[src/rtl/dtw_pkg.sv]
// dtw_pkg: shared constants for the DTW reference streamer.
package dtw_pkg;

    // Default widths for reference samples and for addresses/lengths.
    localparam int DTW_DATA_WIDTH = 16;
    localparam int DTW_ADDR_WIDTH = 32;

    // Streamer FSM encoding; 2'd3 is unused and falls back to idle.
    localparam logic [1:0] ST_IDLE   = 2'd0;
    localparam logic [1:0] ST_STREAM = 2'd1;
    localparam logic [1:0] ST_DRAIN  = 2'd2;

    // A pass is in progress whenever the FSM is streaming or draining.
    function automatic logic state_busy(input logic [1:0] st);
        return (st == ST_STREAM) || (st == ST_DRAIN);
    endfunction

endpackage

[src/rtl/dtw_ref_streamer_if.sv]
// dtw_ref_streamer_if: reference-memory read bus plus the outgoing sample stream.
interface dtw_ref_streamer_if
    import dtw_pkg::*;
#(
    parameter int DATA_WIDTH = DTW_DATA_WIDTH,
    parameter int ADDR_WIDTH = DTW_ADDR_WIDTH
) ();

    logic [ADDR_WIDTH-1:0] ref_addr_out;
    logic [DATA_WIDTH-1:0] ref_data_in;
    logic                  ref_valid_out;
    logic                  ref_ready_in;
    logic [DATA_WIDTH-1:0] ref_data_out;
    logic                  ref_last_out;

    // The streamer drives addresses and beats; memory and the consumer drive the rest.
    modport master (
        output ref_addr_out,
        input  ref_data_in,
        output ref_valid_out,
        input  ref_ready_in,
        output ref_data_out,
        output ref_last_out
    );

    modport slave (
        input  ref_addr_out,
        output ref_data_in,
        input  ref_valid_out,
        output ref_ready_in,
        input  ref_data_out,
        input  ref_last_out
    );

endinterface

[src/rtl/dtw_ref_skid_buf.sv]
// dtw_ref_skid_buf: two-entry FIFO holding sample+last; entry 0 is always the head.
module dtw_ref_skid_buf
    import dtw_pkg::*;
#(
    parameter int DATA_WIDTH = DTW_DATA_WIDTH
) (
    input  logic                  clk,
    input  logic                  rst,
    input  logic                  flush,
    input  logic                  push,
    input  logic [DATA_WIDTH-1:0] push_data,
    input  logic                  push_last,
    input  logic                  pop,
    output logic [DATA_WIDTH-1:0] head_data,
    output logic                  head_last,
    output logic                  full,
    output logic                  empty,
    output logic [1:0]            count
);

    logic [DATA_WIDTH-1:0] data0;
    logic [DATA_WIDTH-1:0] data1;
    logic                  last0;
    logic                  last1;
    logic [1:0]            level;
    logic                  do_push;
    logic                  do_pop;

    // A push into a full buffer is only legal when the head leaves in the same cycle.
    assign do_pop  = pop && (level != 2'd0);
    assign do_push = push && ((level != 2'd2) || do_pop);

    assign head_data = data0;
    assign head_last = last0;
    assign full      = (level == 2'd2);
    assign empty     = (level == 2'd0);
    assign count     = level;

    // Shift the second entry forward on pop and land new data in the first free slot.
    always_ff @(posedge clk) begin
        if (rst || flush) begin
            level <= 2'd0;
            data0 <= '0;
            last0 <= 1'b0;
            data1 <= '0;
            last1 <= 1'b0;
        end else begin
            case ({do_push, do_pop})
                2'b10: begin
                    if (level == 2'd0) begin
                        data0 <= push_data;
                        last0 <= push_last;
                    end else begin
                        data1 <= push_data;
                        last1 <= push_last;
                    end
                    level <= level + 2'd1;
                end
                2'b01: begin
                    data0 <= data1;
                    last0 <= last1;
                    level <= level - 2'd1;
                end
                2'b11: begin
                    if (level == 2'd1) begin
                        data0 <= push_data;
                        last0 <= push_last;
                    end else begin
                        data0 <= data1;
                        last0 <= last1;
                        data1 <= push_data;
                        last1 <= push_last;
                    end
                end
                default: begin
                end
            endcase
        end
    end

endmodule

[src/rtl/dtw_ref_streamer.sv]
// dtw_ref_streamer: reads ref_len samples from reference memory and streams them
// out over a valid/ready handshake, one beat per cycle when the consumer keeps up.
module dtw_ref_streamer
    import dtw_pkg::*;
#(
    parameter int DATA_WIDTH = DTW_DATA_WIDTH,
    parameter int ADDR_WIDTH = DTW_ADDR_WIDTH
) (
    input  logic                  clk_in,
    input  logic                  rst_in,
    input  logic                  start_in,
    input  logic                  abort_in,
    input  logic [ADDR_WIDTH-1:0] ref_len_in,
    input  logic                  ref_load_done_in,
    dtw_ref_streamer_if.master    bus,
    output logic                  busy_out,
    output logic                  done_out,
    output logic [1:0]            dbg_state
);

    logic [1:0]            state;
    logic [ADDR_WIDTH-1:0] len_q;
    logic [ADDR_WIDTH-1:0] addr_cnt;
    logic [ADDR_WIDTH-1:0] beat_cnt;
    logic                  inflight;
    logic                  inflight_last;

    logic [DATA_WIDTH-1:0] buf_data;
    logic                  buf_last;
    logic                  buf_full;
    logic                  buf_empty;
    logic [1:0]            buf_count;

    logic                  pop;
    logic                  push;
    logic [1:0]            occupancy;
    logic                  issue;
    logic                  at_last_addr;
    logic                  last_handshake;

    assign pop  = !buf_empty && bus.ref_ready_in;
    assign push = inflight && (!buf_full || pop);

    // Occupancy counts the beat leaving this cycle as already gone so that a
    // consumer holding ready high sees back-to-back beats.
    assign occupancy      = buf_count - {1'b0, pop} + {1'b0, inflight};
    assign issue          = (state == ST_STREAM) && (occupancy < 2'd2);
    assign at_last_addr   = (addr_cnt == len_q - ADDR_WIDTH'(1));
    assign last_handshake = pop && (beat_cnt == len_q - ADDR_WIDTH'(1));

    assign bus.ref_addr_out  = addr_cnt;
    assign bus.ref_valid_out = !buf_empty;
    assign bus.ref_data_out  = buf_data;
    assign bus.ref_last_out  = buf_last;
    assign busy_out          = state_busy(state);
    assign dbg_state         = state;

    dtw_ref_skid_buf #(
        .DATA_WIDTH (DATA_WIDTH)
    ) u_skid_buf (
        .clk       (clk_in),
        .rst       (rst_in),
        .flush     (abort_in),
        .push      (push),
        .push_data (bus.ref_data_in),
        .push_last (inflight_last),
        .pop       (pop),
        .head_data (buf_data),
        .head_last (buf_last),
        .full      (buf_full),
        .empty     (buf_empty),
        .count     (buf_count)
    );

    // Pass control: latch the length, walk the address counter, and retire on the last beat.
    always_ff @(posedge clk_in) begin
        if (rst_in || abort_in) begin
            state         <= ST_IDLE;
            addr_cnt      <= '0;
            beat_cnt      <= '0;
            inflight      <= 1'b0;
            inflight_last <= 1'b0;
            done_out      <= 1'b0;
            if (rst_in) begin
                len_q <= '0;
            end
        end else begin
            done_out      <= 1'b0;
            inflight      <= issue;
            inflight_last <= issue && at_last_addr;
            if (pop) begin
                beat_cnt <= beat_cnt + ADDR_WIDTH'(1);
            end
            case (state)
                ST_IDLE: begin
                    if (start_in && ref_load_done_in) begin
                        if (ref_len_in == '0) begin
                            done_out <= 1'b1;
                        end else begin
                            len_q    <= ref_len_in;
                            addr_cnt <= '0;
                            beat_cnt <= '0;
                            state    <= ST_STREAM;
                        end
                    end
                end
                ST_STREAM: begin
                    if (issue) begin
                        if (at_last_addr) begin
                            state <= ST_DRAIN;
                        end else begin
                            addr_cnt <= addr_cnt + ADDR_WIDTH'(1);
                        end
                    end
                end
                ST_DRAIN: begin
                    if (last_handshake) begin
                        done_out <= 1'b1;
                        state    <= ST_IDLE;
                    end
                end
                default: begin
                    state <= ST_IDLE;
                end
            endcase
        end
    end

endmodule

[src/flat_wrapper.sv]
// flat-port wrapper written by rule: the top's interface ports become plain ports
module dtw_ref_streamer_flat import dtw_pkg::*;
#(
    parameter int DATA_WIDTH = DTW_DATA_WIDTH,
    parameter int ADDR_WIDTH = DTW_ADDR_WIDTH
)
  (clk_in, rst_in, start_in, abort_in, ref_len_in, ref_load_done_in, busy_out, done_out, dbg_state, bus_ref_addr_out, bus_ref_data_in, bus_ref_valid_out, bus_ref_ready_in, bus_ref_data_out, bus_ref_last_out);
  dtw_ref_streamer_if #(.DATA_WIDTH(DATA_WIDTH), .ADDR_WIDTH(ADDR_WIDTH)) bus_i ();
  input  logic clk_in;
  input  logic rst_in;
  input  logic start_in;
  input  logic abort_in;
  input  logic [ADDR_WIDTH-1:0] ref_len_in;
  input  logic ref_load_done_in;
  output logic busy_out;
  output logic done_out;
  output logic [1:0] dbg_state;
  output wire logic [$bits(bus_i.ref_addr_out)-1:0] bus_ref_addr_out;
  input wire logic [$bits(bus_i.ref_data_in)-1:0] bus_ref_data_in;
  output wire logic [$bits(bus_i.ref_valid_out)-1:0] bus_ref_valid_out;
  input wire logic [$bits(bus_i.ref_ready_in)-1:0] bus_ref_ready_in;
  output wire logic [$bits(bus_i.ref_data_out)-1:0] bus_ref_data_out;
  output wire logic [$bits(bus_i.ref_last_out)-1:0] bus_ref_last_out;
  assign bus_ref_addr_out = bus_i.ref_addr_out;
  assign bus_i.ref_data_in = bus_ref_data_in;
  assign bus_ref_valid_out = bus_i.ref_valid_out;
  assign bus_i.ref_ready_in = bus_ref_ready_in;
  assign bus_ref_data_out = bus_i.ref_data_out;
  assign bus_ref_last_out = bus_i.ref_last_out;
  dtw_ref_streamer #(.DATA_WIDTH(DATA_WIDTH), .ADDR_WIDTH(ADDR_WIDTH)) u_core (.clk_in(clk_in), .rst_in(rst_in), .start_in(start_in), .abort_in(abort_in), .ref_len_in(ref_len_in), .ref_load_done_in(ref_load_done_in), .bus(bus_i), .busy_out(busy_out), .done_out(done_out), .dbg_state(dbg_state));
endmodule
[config.mk]
export PLATFORM = sky130hd
export DESIGN_NAME = dtw_ref_streamer_flat
export DESIGN_NICKNAME = d
export VERILOG_FILES = /design/src/rtl/dtw_pkg.sv /design/src/rtl/dtw_ref_streamer_if.sv /design/src/rtl/dtw_ref_skid_buf.sv /design/src/rtl/dtw_ref_streamer.sv /design/src/flat_wrapper.sv
export SDC_FILE = /design/constraint.sdc
export NUM_CORES = 1
export LEC_CHECK = 0
export CORE_MARGIN = 2
export CORE_UTILIZATION = 60
export CTS_CLUSTER_SIZE = 30
export DETAILED_ROUTE_END_ITERATION = 12
export PLACE_DENSITY = 0.88
export SYNTH_ARGS = -nofsm -noshare
export SYNTH_HDL_FRONTEND = slang
export SYNTH_SLANG_ARGS = --single-unit
[constraint.sdc]
create_clock -name clk_in -period 6.9 [get_ports clk_in]
set_clock_uncertainty 0.05 [all_clocks]
set_input_delay 1.38 -clock clk_in [delete_from_list [all_inputs] [get_ports clk_in]]
set_output_delay 1.38 -clock clk_in [all_outputs]
set_load 0.05 [all_outputs]
==> results of run 1 <==
[state kept, by name, summed over array words and instances, names as in the netlist, 2 cells and up]
register and cells:
u_core.u_skid_buf.count 2, u_core.bus.ref_addr_out 32, u_core.dbg_state 2, u_core.len_q 32, u_core.u_skid_buf.head_data 16, u_core.beat_cnt 32
u_core.u_skid_buf.data1 16
[through the flow]
step	power, µW	hold WS [ns]	instance area [µm²]	util, %	cells
floorplan	1036	0.4108	8712	-	1019
global placement	1118	0.4256	9768	67.98	1254
detailed placement	1119	0.4391	9768	67.98	1254
CTS	1976	0.4538	10320	71.86	1286
global route	2043	0.4654	10320	71.86	1286
finish	1978	0.4495	10320	71.86	1286
[power breakdown]
group | total [µW] | internal (µW) | switching, µW
combinational | 230 | 99.7 | 130
sequential | 880 | 839 | 40.9
clock | 868 | 476 | 392
[final cells by class]
cell class | count | area, µm² | share of cell area, %
clock buffer | 17 | 425.4 | 4.120
clock inverter | 15 | 131.4 | 1.272
inverter | 19 | 71.32 | 0.6907
multi-input combinational | 802 | 5295 | 51.28
sequential | 137 | 3063 | 29.67
tap | 184 | 230.2 | 2.230
timing repair buffer | 112 | 1109 | 10.74
[worst max-delay path by stage]
| stage | from | end | slack, ns | cells after the start |
|---|---|---|---|---|
| final | u_core.len_q[4] | u_core.bus.ref_addr_out[24] | 2.31 | 9 |
| after global routing | u_core.len_q[4] | u_core.bus.ref_addr_out[24] | 1.90 | 9 |
| after CTS | u_core.len_q[4] | u_core.bus.ref_addr_out[24] | 2.35 | 9 |
| after detailed placement | bus_ref_ready_in | u_core.bus.ref_addr_out[27] | 2.13 | 12 |
| after global placement | bus_ref_ready_in | u_core.bus.ref_addr_out[29] | 2.25 | 12 |
| after floorplan | ref_len_in[28] | u_core.len_q[0] | 3.13 | 4 |
[layout by cell type (no fill, tap or decap), types with 24 or more instances in the layout]
master | synthesis | layout
and2_1 | 37 | 37
edfxtp_1 | 32 | 32
clkdlybuf4s50_1 | 0 | 107
nor4_1 | 34 | 34
mux2i_1 | 24 | 24
xor2_1 | 46 | 46
dfxtp_1 | 105 | 105
a21oi_1 | 35 | 35
nand3_1 | 30 | 30
nor2_1 | 115 | 114
nand2_1 | 84 | 84
xnor2_1 | 49 | 49
nand4_1 | 28 | 28
[worst max-delay path, cell delays in order, from the launching register on]
cell and delay [ns]:
edfxtp_1 0.54, nor3_4 0.60, nand3_1 0.50, or4_4 0.67, xor2_1 0.36, o22ai_2 0.15
nor4_2 0.28, nand4_1 0.63, nand4_1 0.34, mux2_2 0.35
[cell families after synthesis]
logic type / Yosys count / synth area share, %
buf+inv: 80 / 4.179
xor+xnor: 97 / 10.07
fa+ha+maj: 13 / 1.867
mux: 29 / 3.404
simple gates: 467 / 29.66
flops: 137 / 35.16
compound gates: 196 / 15.67
[per-layer routing]
| layer | up-vias | share of wire [%] | global-route usage (%) |
|---|---|---|---|
| met2 | 479 | 47 | 53.87 |
| li1 | 3903 | - | - |
| met5 | - | 0 | 0 |
| met4 | 0 | 2.6 | 12.56 |
| met3 | 66 | 9.2 | 7.904 |
| met1 | 3984 | 42 | 44.33 |
==> out/results.ini, run 1 <==
[route]
drc=0
wl_per_cell_um=20.45
firstDrtPassIters=6
drt_wl_total_um=26300
dr_total_vias=8432
vias_per_cell=6.557
drt_iter0_markers=918
ant_nets=0

[sta]
setup_slack_ns=2.309
setup_tns_ns=0
fin_crit_sh_pct=66.54
period_needed_ns=4.591
relSlewSlack_pct=15.30
rsz0062_at_grt=false
worstMarginPinSlew_ns=1.266
slew_violations=0
timing.fmax_mhz=217.8
hold_violations=0
finalSetupViolations=0

[logic_synthesis]
synth_edf_count=32
synth_cell_type_count=82
synth_flop_cell=dfxtp_1
yosysSeqAreaShare_pct=35.16
synthArstFlopShare_pct=0
synthTopCellsByArea=dfxtp_1 (24%), edfxtp_1 (11%), nor2_1 (5.0%)
yosysTopAreaCell=dfxtp_1
synthCells=1019
syn_nets=1086
synth_seq_cells=137
syn_area_per_cell_um2=8.550
synth_common_cells=nor2_1 (115), dfxtp_1 (105), nand2_1 (84)
synth_area_um2=8712
yosys.area.top_type_share_pct=24.13
yosys_warnings=0
yosysMostFrequentCell=nor2_1

[clock_network]
path_clk_slew_ns=0.06
h-tree-depth=4
clock_latency_ns=0.42
cts_buffers=17
cts_tree=built
clk_path_buf_depth=2
cts_setup_buffers=0
cts.sinks=137
cts-root-buf=clkbuf_16
cts_hold_buffers=0
cts_resized=0

[cells_and_area]
drive_gt1_share_pct=6.443
nNetsFinal=1156
syn2layout_area_growth_pct=18.51
antennaDiodeCount=0
fill_cells=1109

[outcome]
status=completed

[power_and_ir_drop]
irDropWorstVdd_v=0.0001460
power_density_nw_per_um2=191.5
p_leak_uw=0.003601

[global_routing]
first_global_vias=7811
antenna_found_initial=0
grt_max_degree=42
grt_util_all_layers_pct=33.62
grt_first_pass_wirelength_um=41770
grt_overflow=0

[min_path]
min_path_cells=2
min_to=u_core.u_skid_buf.data1[7]
hp-start=u_core.u_skid_buf.data1[7]
hold_class=reg -> reg

[die]
dieWidth_um=124.5
start_util_pct=60.63
fp.dieArea_um2=15500
io_pins=108
rows=44
die_h_um=124.5
core_um2=14370

[flow_run]
cap_violations=0

[placement]
port_buffers=107
gp_congestion=0.9861
dp_hpwl_um=19260
pre_cts_ws_ns=2.129

[critical_path]
critical_path_class=reg -> reg
ff2ff_setup_slack_ns=2.31
arrival_ns=4.86
r2r_start=u_core.len_q[4]
endpoint_kind=register
cp-start-kind=register
critPathRequiredTime_ns=7.17
reg2regPathDepth=9
path_max_fanout=17
r2r_end=u_core.bus.ref_addr_out[24]

(Power assumes the default switching activity.)
==> run 2, diff against run 1 <==
--- a/config.mk
+++ b/config.mk
@@ -6,10 +6,10 @@
 export NUM_CORES = 1
 export LEC_CHECK = 0
 export CORE_MARGIN = 2
-export CORE_UTILIZATION = 60
+export CORE_UTILIZATION = 57
 export CTS_CLUSTER_SIZE = 30
 export DETAILED_ROUTE_END_ITERATION = 12
-export PLACE_DENSITY = 0.88
+export PLACE_DENSITY = 0.85
 export SYNTH_ARGS = -nofsm -noshare
 export SYNTH_HDL_FRONTEND = slang
 export SYNTH_SLANG_ARGS = --single-unit
==> constraint.sdc (replaced) <==
create_clock -name clk_in -period 4.3 [get_ports clk_in]
set_clock_uncertainty 0.05 [all_clocks]
set_input_delay 0.86 -clock clk_in [delete_from_list [all_inputs] [get_ports clk_in]]
set_output_delay 0.86 -clock clk_in [all_outputs]
set_load 0.05 [all_outputs]
==> out/results.ini, run 2 (same netlist as run 1, synthesis figures left out) <==
[die]
rows=45
start_util_pct=57.74
io_pins=108
fp.dieArea_um2=16290
core_um2=15090
die_h_um=127.6
dieWidth_um=127.6

[global_routing]
grt_util_all_layers_pct=33.53
grt_first_pass_wirelength_um=42510
grt_overflow=0
grtUsageMet3_pct=7.161
grtUsageMet2_pct=54.80
first_global_vias=7836
grt_max_degree=42
use_met1_pct=43.91
antenna_found_initial=0
busiest_layer=met2

[critical_path]
max_stage_delay_ns=0.56
path_cells=nor4_4, nand3_1, nor2_1, xor2_1, mux2_2, or4_4, or3_1, or3_1, a21oi_1
reg2regPathDepth=9
worst_path_max_delay_cell=edfxtp_1
r2r_start=u_core.len_q[8]
r2r_end=u_core.dbg_state[1]
path_max_fanout=8
cp-start-kind=register
crit_top_cell=or3_1
arrival_ns=4.21
critical_path_class=reg -> reg
endpoint_kind=register
critPathRequiredTime_ns=4.62
ff2ff_setup_slack_ns=0.41
crit_path_start=u_core.len_q[8]

[outcome]
status=completed

[clock_network]
cts_hold_buffers=0
cts_buffers=17
path_clk_slew_ns=0.07
cts-root-buf=clkbuf_16
cts.sinks=137
h-tree-depth=4
cts_setup_buffers=0
clock_latency_ns=0.44
cts_resized=0
cts_tree=built
clk_path_buf_depth=2

[min_path]
hp-start=u_core.u_skid_buf.head_data[4]
hold_class=reg -> reg
min_to=u_core.u_skid_buf.head_data[4]
min_path_cells=2

[cells_and_area]
final_common_cell=nor2_1
fin_cells=1318
syn2layout_area_growth_pct=21.15
antennaDiodeCount=0
nNetsFinal=1184
drive_gt1_share_pct=8.761
layout_common_cells=nor2_1 (114), clkdlybuf4s50_1 (107), dfxtp_1 (105), nand2_1 (84), xnor2_1 (49)

[placement]
dp_hpwl_um=19780
dp.cells=1286
gp_congestion=1.062
port_buffers=107

[route]
firstDrtPassIters=6
drt_iter0_markers=973
drt_wl_total_um=26600
dr_total_vias=8447
vias_per_cell=6.409
drc=0
wl_per_cell_um=20.18
ant_nets=0

[flow_run]
cap_violations=0

[sta]
relSlewSlack_pct=38.27
hold_violations=0
rsz0062_at_grt=false
worstMarginPinSlew_ns=0.9198
timing.fmax_mhz=257.0
period_needed_ns=3.891
fin_crit_sh_pct=90.49
finalSetupViolations=0
slew_violations=0
setup_tns_ns=0
hold-worst-slack_ns=0.4509

[power_and_ir_drop]
p_total_uw=3236
irDropWorstVdd_v=0.0002766
power_density_nw_per_um2=306.5
p_leak_uw=0.003731

run 2: cell count changes in the layout (fill, tap and decap cells not counted):
cell | before | now
clkinv_8 | 0 | 1
clkinvlp_4 | 0 | 2
inv_6 | 4 | 6
inv_8 | 5 | 4
buf_4 | 5 | 33
clkinv_2 | 2 | 0
inv_4 | 2 | 0
run 2: worst max-delay path, delay by kind of cell, from the launching register on:
family,cells,cell delay (ns)
and+or+nand+nor,6,2.45
DFF,1,0.56
muxes,1,0.40
xor gates and xnor gates,1,0.23
AOI/OAI and AO/OA,1,0.13
run 2: metal layers:
| metal | share of wire, % | wire length, µm | up-vias |
|---|---|---|---|
| li1 | - | - | 3966 |
| met1 | 41 | 10990 | 3990 |
| met2 | 47 | 12450 | 420 |
| met3 | 8.7 | 2318 | 71 |
| met4 | 3.2 | 845 | 0 |
| met5 | 0 | 0 | - |
run 2: stage by stage:
step	cell area [µm²]	setup WS, ns	utilization [%]
final	10560	0.4089	69.95
after global routing	10560	0.1687	69.95
after CTS	10560	0.4765	69.95
after detailed placement	9983	0.5399	66.16
after global placement	9983	0.5632	66.16
after floorplan	8712	0.9576	-
run 2: layout make-up:
| type | instances | area (µm²) |
|---|---|---|
| multi-input cells | 802 | 5295 |
| fillers | 1176 | 4534 |
| flip-flops and latches | 137 | 3063 |
| repair buffers | 140 | 1319 |
| clock buffers | 17 | 425.4 |
| well taps | 188 | 235.2 |
| clock inverters | 15 | 146.4 |
| inverters | 19 | 71.32 |
run 2: worst max path at each step:
stage / to / slack, ns
after global routing: u_core.bus.ref_addr_out[16] / 0.17
after CTS: u_core.dbg_state[1] / 0.48
after global placement: u_core.bus.ref_addr_out[27] / 0.56
final: u_core.dbg_state[1] / 0.41
after detailed placement: u_core.bus.ref_addr_out[5] / 0.54
after floorplan: u_core.dbg_state[1] / 0.96
run 2: power breakdown:
part	internal, µW	switching [µW]
Clock	769	664
Sequential	1350	53.3
Combinational	177	227
==> run 3, diff against run 2 <==
--- a/config.mk
+++ b/config.mk
@@ -9,6 +9,7 @@
 export CORE_UTILIZATION = 57
 export CTS_CLUSTER_SIZE = 30
 export DETAILED_ROUTE_END_ITERATION = 12
+export GPL_TIMING_DRIVEN = 0
 export PLACE_DENSITY = 0.85
 export SYNTH_ARGS = -nofsm -noshare
 export SYNTH_HDL_FRONTEND = slang
==> out/results.ini, run 3 (same netlist as run 1, synthesis figures left out) <==
[outcome]
status=completed

[clock_network]
clock_latency_ns=0.44
h-tree-depth=4
cts-root-buf=clkbuf_16
path_clk_slew_ns=0.07
cts.sinks=137
cts_hold_buffers=0
clk_path_buf_depth=2
cts_tree=built
cts_buffers=17

[cells_and_area]
layout_common_cells=nor2_1 (115), clkdlybuf4s50_1 (107), dfxtp_1 (105), nand2_1 (84), xnor2_1 (49)
nNetsFinal=1215
fill_cells=1158
final_common_cell=nor2_1
ff_latch_area_um2=3063
multi_input_comb_area_um2=5328
drive_gt1_share_pct=7.924
antennaDiodeCount=0
design_area_um2=10700
syn2layout_area_growth_pct=22.85

[global_routing]
grtUsageMet2_pct=56.90
use_met1_pct=46.00
antenna_found_initial=0
grt_max_degree=33
grt_util_all_layers_pct=34.77
grt_first_pass_wirelength_um=44130
grt_overflow=0
first_global_vias=8186
grtUsageMet3_pct=7.035
busiest_layer=met2

[sta]
hold-worst-slack_ns=0.4475
relSlewSlack_pct=23.98
timing.fmax_mhz=238.3
finalSetupViolations=0
rsz0062_at_grt=false
setup_tns_ns=0
slew_violations=0
fin_crit_sh_pct=97.58
period_needed_ns=4.196
hold_violations=0
worstMarginPinSlew_ns=1.136

[critical_path]
critPathCapture=u_core.bus.ref_addr_out[1]
endpoint_kind=register
path_cells=inv_1, ha_1, nor3b_1, a21boi_0, o311a_1, o21bai_1, nor4_1, and4_1, nand4_1, buf_4, clkbuf_1, nand4_1, a21oi_1
r2r_start=u_core.len_q[0]
crit_top_cell=nand4_1
crit_path_start=u_core.len_q[0]
r2r_end=u_core.bus.ref_addr_out[1]
cp-start-kind=register
reg2regPathDepth=13
critPathRequiredTime_ns=4.56
ff2ff_setup_slack_ns=0.10
worst_path_max_delay_cell=nor3b_1
arrival_ns=4.45
path_max_fanout=10
critical_path_class=reg -> reg
max_stage_delay_ns=0.72

[min_path]
hold_class=reg -> reg
min_path_cells=2

[power_and_ir_drop]
p_comb_share_pct=13.0
p_leak_uw=0.003765
irDropWorstVdd_v=0.0002876
clock_power_share_pct=45.9
power_density_nw_per_um2=312.2
swShare_pct=28.56
switchingPower_uw=954.5
intPower_uw=2387
p_total_uw=3342
power_frac_seq_pct=41.1

[die]
rows=45
core_um2=15090
dieWidth_um=127.6
fp.dieArea_um2=16290
start_util_pct=57.74
io_pins=108
die_h_um=127.6

[placement]
dp_hpwl_um=20320
port_buffers=107
placed_area_um2=10030
gp_congestion=0.9948

[route]
drt_wl_total_um=27680
ant_nets=0
drt_iter0_markers=1171
dr_total_vias=8753
drc=0
wl_per_cell_um=20.52
vias_per_cell=6.489
firstDrtPassIters=6

[flow_run]
cap_violations=0

-- run 3: changes by cell type in the layout (fill, tap and decap cells not counted), moves of 2 or more --
cell,before,now
buf_2,0,12
clkinv_4,2,0
clkbuf_1,0,40
buf_4,33,6
nor4_2,3,5
buf_6,0,5
nor4_1,34,32
clkinvlp_4,2,0
-- run 3: critical path: cells and delay by family, from the launching register on --
family	cells	cell delay, ns
AOI/OAI and AO/OA	4	0.86
adders and majority gates	1	0.27
and+or+nand+nor	5	1.82
buffers and inverters	3	0.56
DFF	1	0.51
-- run 3: routing by layer --
metal	vias up	wire [µm]
li1	4019	-
met1	4124	11250
met2	529	13120
met3	81	2564
met4	0	738
met5	-	0
-- run 3: metrics by stage --
| step | utilization [%] | instances | worst slack, ns |
|---|---|---|---|
| global route | 70.93 | 1349 | 0.03998 |
| detailed placement | 66.47 | 1314 | -0.1782 |
| CTS | 70.57 | 1346 | 0.1062 |
| floorplan | - | 1019 | 0.9576 |
| global placement | 66.39 | 1314 | -0.5377 |
| finish | 70.93 | 1349 | 0.1043 |
-- run 3: cell type report --
class / count / area share [%]
buffer: 61 / 2.736
clock buffer: 18 / 4.209
clock inverter: 14 / 1.578
inverter: 19 / 0.6664
multi-input combinational: 802 / 49.78
sequential: 137 / 28.62
tap: 188 / 2.198
timing repair buffer: 110 / 10.22
-- run 3: power groups by stage --
stage | registers (µW) | clock network [µW] | logic [µW]
2_1_floorplan | 1400 | 0 | 261
3_3_place_gp | 1400 | 0 | 410
3_5_place_dp | 1400 | 0 | 416
4_1_cts | 1370 | 1540 | 419
5_1_grt | 1380 | 1590 | 465
6_report | 1370 | 1530 | 433
-- run 3: how the worst min path moves through the flow --
| stage | from | to | slack [ns] |
|---|---|---|---|
| after floorplan | u_core.inflight_last | u_core.u_skid_buf.last1 | 0.41 |
| after global placement | u_core.u_skid_buf.data1[13] | u_core.u_skid_buf.data1[13] | 0.43 |
| after detailed placement | u_core.u_skid_buf.data1[8] | u_core.u_skid_buf.data1[8] | 0.44 |
| after CTS | u_core.u_skid_buf.data1[8] | u_core.u_skid_buf.data1[8] | 0.45 |
| after global routing | u_core.u_skid_buf.head_data[1] | u_core.u_skid_buf.head_data[1] | 0.48 |
| final | u_core.u_skid_buf.head_data[12] | u_core.u_skid_buf.head_data[12] | 0.45 |
-- run 3: what timing repair did --
| item | in CTS | in global routing |
|---|---|---|
| resized for setup | 0 | 5 |
| endpoints found under the setup margin | 0 | 30 |
| buffers inserted | 0 | 3 |
==> RTL change 1 (settings of run 1) <==
Put one more register stage on the output `dbg_state`, without a reset. The value now appears one clock later. The other outputs are not delayed to match.
--- a/src/rtl/dtw_ref_streamer.sv
+++ b/src/rtl/dtw_ref_streamer.sv
@@ -53,7 +53,9 @@
     assign bus.ref_data_out  = buf_data;
     assign bus.ref_last_out  = buf_last;
     assign busy_out          = state_busy(state);
-    assign dbg_state         = state;
+    always_ff @(posedge clk_in) begin
+        dbg_state <= state;
+    end
 
     dtw_ref_skid_buf #(
         .DATA_WIDTH (DATA_WIDTH)
Behaviour: not the same (Yosys sat finds a counterexample within 4 cycles, from zero or initial values).
==> RTL change 1 against run 1 <==
  * Core utilization up 0.75 points
  * Wire length down 1.2%
  * Power up 4.2%
  * Maximum frequency shrank 5.9%
  * Sequential cell count up 2
  * Die area increased by 0.57%
  * Synthesized area rose by 0.59%
  * Design area is 1.4% higher
  * Worst setup slack got worse by 0.29 ns
  * Sequential power about the same
  * Cell count grew 0.23%
  * Sequential share of layout area hardly changed
  * Largest cell class unchanged
==> RTL change 1: results <==
[cells_and_area]
layout.nets = 1159
n_fill_cell = 1096
drive_gt1_share_pct = 5.973

[power]
p_sw_share_pct = 28.60
ir_drop_mv = 0.1955
p_leak_nw = 3.594

[outcome]
status = finished, final reports clean

[timing]
tightest_slew_ns = 1.221

[routing]
routedWlPerCell_um = 20.16
drt_iter0_drc = 1069
via_per_inst = 6.590

[global_route]
grt_pass1_wl_um = 41790
first_global_vias = 7936
grtUsageTotal_pct = 33.46

[logic_synthesis]
yosysSeqAreaShare_pct = 35.41
synth_cell_types = 73
synthTopCellsByArea = dfxtp_1 24%, edfxtp_1 11%, xnor2_1 5.3%
ys_top_cells_by_count = 107 x dfxtp_1, 101 x nor2_1, 74 x nand2_1
synth_fp_nets = 1090

[placement]
pre_cts_ws_ns = 2.179
gp_congestion = 1.038
hpwlAfterDp_um = 18710

[worst_setup_path]
cp_max_fo = 41

[clock_network]
cts_buffers = 17
clk_latency_ns = 0.44
## RTL change 1: metal layers
| layer | global-route usage (%) | wire length [um] | vias to the layer above | part of all wire [%] |
|---|---|---|---|---|
| met4 | 14.90 | 1069 | 0 | 4.1 |
| met2 | 54.97 | 12180 | 464 | 47 |
| met5 | 0 | 0 | - | 0 |
| met3 | 6.443 | 2124 | 101 | 8.2 |
| li1 | - | - | 3868 | - |
| met1 | 42.90 | 10610 | 4061 | 41 |
## RTL change 1: path summary, 6_finish.rpt
kind | startpoint | end | slack [ns] | cells after the start
max | u_core.len_q[2] | u_core.bus.ref_addr_out[1] | 2.02 | 11
min | u_core.state[1] | u_core.dbg_state[1] | 0.35 | 0
max reg2reg | u_core.len_q[2] | u_core.bus.ref_addr_out[1] | 2.02 | 11
min reg2reg | u_core.state[1] | u_core.dbg_state[1] | 0.35 | 0
## RTL change 1: kinds of logic (layout without fill, tap and decap cells)
kind of cell / after synthesis / after routing / synth area share, %
XOR/XNOR: 105 / 105 / 11.44
buffers and inverters: 96 / 178 / 4.597
adder cells (fa/ha/maj): 13 / 13 / 1.856
AND/OR/NAND/NOR: 463 / 463 / 28.58
flip-flops: 139 / 139 / 35.41
multiplexers: 47 / 47 / 5.383
AO/OA/AOI/OAI: 160 / 160 / 12.74
## RTL change 1: critical path, stage by stage (launching register included)
cell and delay [ns]:
edfxtp_1 0.50, nor3_1 0.58, nand4_1 0.50, buf_4 0.33
or3_1 0.51, a2111oi_0 0.53, nand4_1 0.18, or4_4 0.57
nor4b_4 0.25, buf_4 0.41, nor3b_1 0.16, mux2i_1 0.18
## RTL change 1: power by group through the flow
stage                     clock, mW  combinational [mW]  sequential (mW)
after floorplan                   0               0.153            0.884
after global placement            0               0.217            0.898
after detailed placement          0               0.220            0.899
after CTS                     0.958               0.223            0.881
after global routing          0.990               0.246            0.885
final                         0.949               0.228            0.883
## RTL change 1: final cells by class
type / count / area (sq um) / share of cell area, %
flip-flops and latches: 139 / 3103 / 29.63
inverters: 29 / 108.9 / 1.039
multi-input cells: 788 / 5270 / 50.32
well taps: 184 / 230.2 / 2.198
clock inverters: 15 / 188.9 / 1.804
clock buffers: 17 / 425.4 / 4.062
repair buffers: 117 / 1146 / 10.94
## RTL change 1: per-stage QoR
step	instance area [sq um]	cells	power, mW	hold slack, ns
finish	10470	1289	2.060	0.3490
global route	10470	1289	2.120	0.3568
CTS	10470	1289	2.063	0.3397
detailed placement	9858	1257	1.119	0.3343
global placement	9858	1257	1.116	0.3292
floorplan	8763	1023	1.037	0.3046
==> RTL change 2 (config.mk and constraints of run 1) <==
Made on the original files. The package constant `DTW_DATA_WIDTH` goes from 16 to 24.
--- a/src/rtl/dtw_pkg.sv
+++ b/src/rtl/dtw_pkg.sv
@@ -2,7 +2,7 @@
 package dtw_pkg;
 
     // Default widths for reference samples and for addresses/lengths.
-    localparam int DTW_DATA_WIDTH = 16;
+    localparam int DTW_DATA_WIDTH = 24;
     localparam int DTW_ADDR_WIDTH = 32;
 
     // Streamer FSM encoding; 2'd3 is unused and falls back to idle.
Ports: changed (resized bus_ref_data_in and bus_ref_data_out); port bits go from 108 to 124. No check against the original RTL was run, so the function may have changed too.
==> RTL change 2 against run 1 <==
  * Critical path depth up 1
  * Design area increased by 5.3%
  * Worst setup slack improved by 0.15 ns
  * Wire length down 4.7%
  * Global-route usage down 2.1 points
  * Synthesized cell count increased by 6.5%
  * Power up 7.5%
  * Synthesized area rose by 4.2%
  * Die area is 4.1% higher
  * Core utilization is 2.4 points higher
  * Sequential cell count grew 16
  * Hold slack lost 0.045 ns
==> RTL change 2: results <==
[routing]
vias = 8629
drt_pass1_iterations = 9
wirelength_um = 25070
drt_iter0_drc = 927

[placement]
pre_cts_ws_ns = 2.348
portBuffers = 123
gp_congestion = 0.9198
place_area_sq_mm = 0.01028
hpwlAfterDp_um = 17860
dp_cells = 1322

[timing]
relSlewSlack_pct = 23.25
fmax_mhz = 225.4
holdWs_ns = 0.4047

[global_route]
antenna_found_initial = 0
grt_max_degree = 57
grt_pass1_wl_um = 40920
first_global_vias = 8076
grtUsageTotal_pct = 31.47

[worst_setup_path]
critPathTopFamily = simple AND/OR/NAND/NOR gates
max_stage_delay_ns = 0.74
cp.arrival_ns = 4.75
cp_max_fo = 28
worst-r2r-setup-slack_ns = 2.46
crit_path_top_delay_cell = or4_1

[logic_synthesis]
async_flop_share_pct = 0
ys.flop_type = dfxtp_1
yosysSeqAreaShare_pct = 37.26
synthTopCellsByArea = dfxtp_1 27%, edfxtp_1 11%, xnor2_1 4.6%
synth_fp_nets = 1160
synth_edf_count = 32
ys_warn_count = 0
ys_top_cells_by_count = 121 x dfxtp_1, 110 x nand2_1, 85 x nor2_1
synth_cell_types = 67
netlist_instances = 1085

[cells_and_area]
regArea_sq_mm = 0.003383
drive_gt1_share_pct = 6.838
n_antenna_cell = 0
layout.nets = 1232
stdcell_count = 1354
n_fill_cell = 1068

[clock_network]
ctsResizeCount = 0
cts_buffers = 17
clk_latency_ns = 0.43
htreeDepth = 4
cts-root-buf = clkbuf_16
clockBufferDepth = 2
post-cts-setup-buffers = 0

[power]
ir_drop_mv = 0.1955
p_leak_nw = 3.558

[outcome]
status = finished, final reports clean

[worst_hold_path]
hold_class = reg -> reg
-- RTL change 2: cell types whose count changed after synthesis, sizes merged, moves of 8 or more --
cell           run 1  this run
or4               23        34
inv               18        26
a21oi             35        79
clkbuf            40        62
and3              23        15
dfxtp            105       121
nand2             85       110
mux2i             24         4
o31ai             10        19
nor4              39        26
nor2             115        85
-- RTL change 2: final timing paths --
check	startpoint	to	depth (start not counted)
worst max register to register	u_core.len_q[7]	u_core.bus.ref_addr_out[20]	10
worst min register to register	u_core.u_skid_buf.data1[10]	u_core.u_skid_buf.data1[10]	2
worst max-delay path	u_core.len_q[7]	u_core.bus.ref_addr_out[20]	10
worst min-delay path	u_core.u_skid_buf.data1[10]	u_core.u_skid_buf.data1[10]	2
-- RTL change 2: layout make-up --
cell class              count  area share [%]
clock buffers              17           3.913
clock inverters            15           1.577
inverters                  26          0.8976
multi-input cells         824           48.23
flip-flops and latches    153           31.12
well taps                 184           2.117
repair buffers            135           12.15
-- RTL change 2: where the power goes --
part / switching (mW) / internal (mW) / total (mW)
logic: 0.123 / 0.0976 / 0.220
registers: 0.0340 / 0.931 / 0.965
clock network: 0.422 / 0.519 / 0.941
-- RTL change 2: logic make-up after synthesis --
group                      count (synthesis)  synth area share [%]
AOI/OAI and AO/OA                        249                 18.71
xor gates and xnor gates                  92                 9.190
adders and majority gates                 14                 1.915
buffers and inverters                    108                 5.235
DFF                                      153                 37.26
muxes                                      4                0.4409
and+or+nand+nor                          465                 27.25
-- RTL change 2: per-layer routing --
layer / share of wire (%) / vias up / track usage [%]
met5: 0 / - / 0
li1: - / 4113 / -
met1: 42 / 4041 / 40.91
met2: 47 / 421 / 51.74
met3: 8.4 / 54 / 7.328
met4: 2.6 / 0 / 11.05
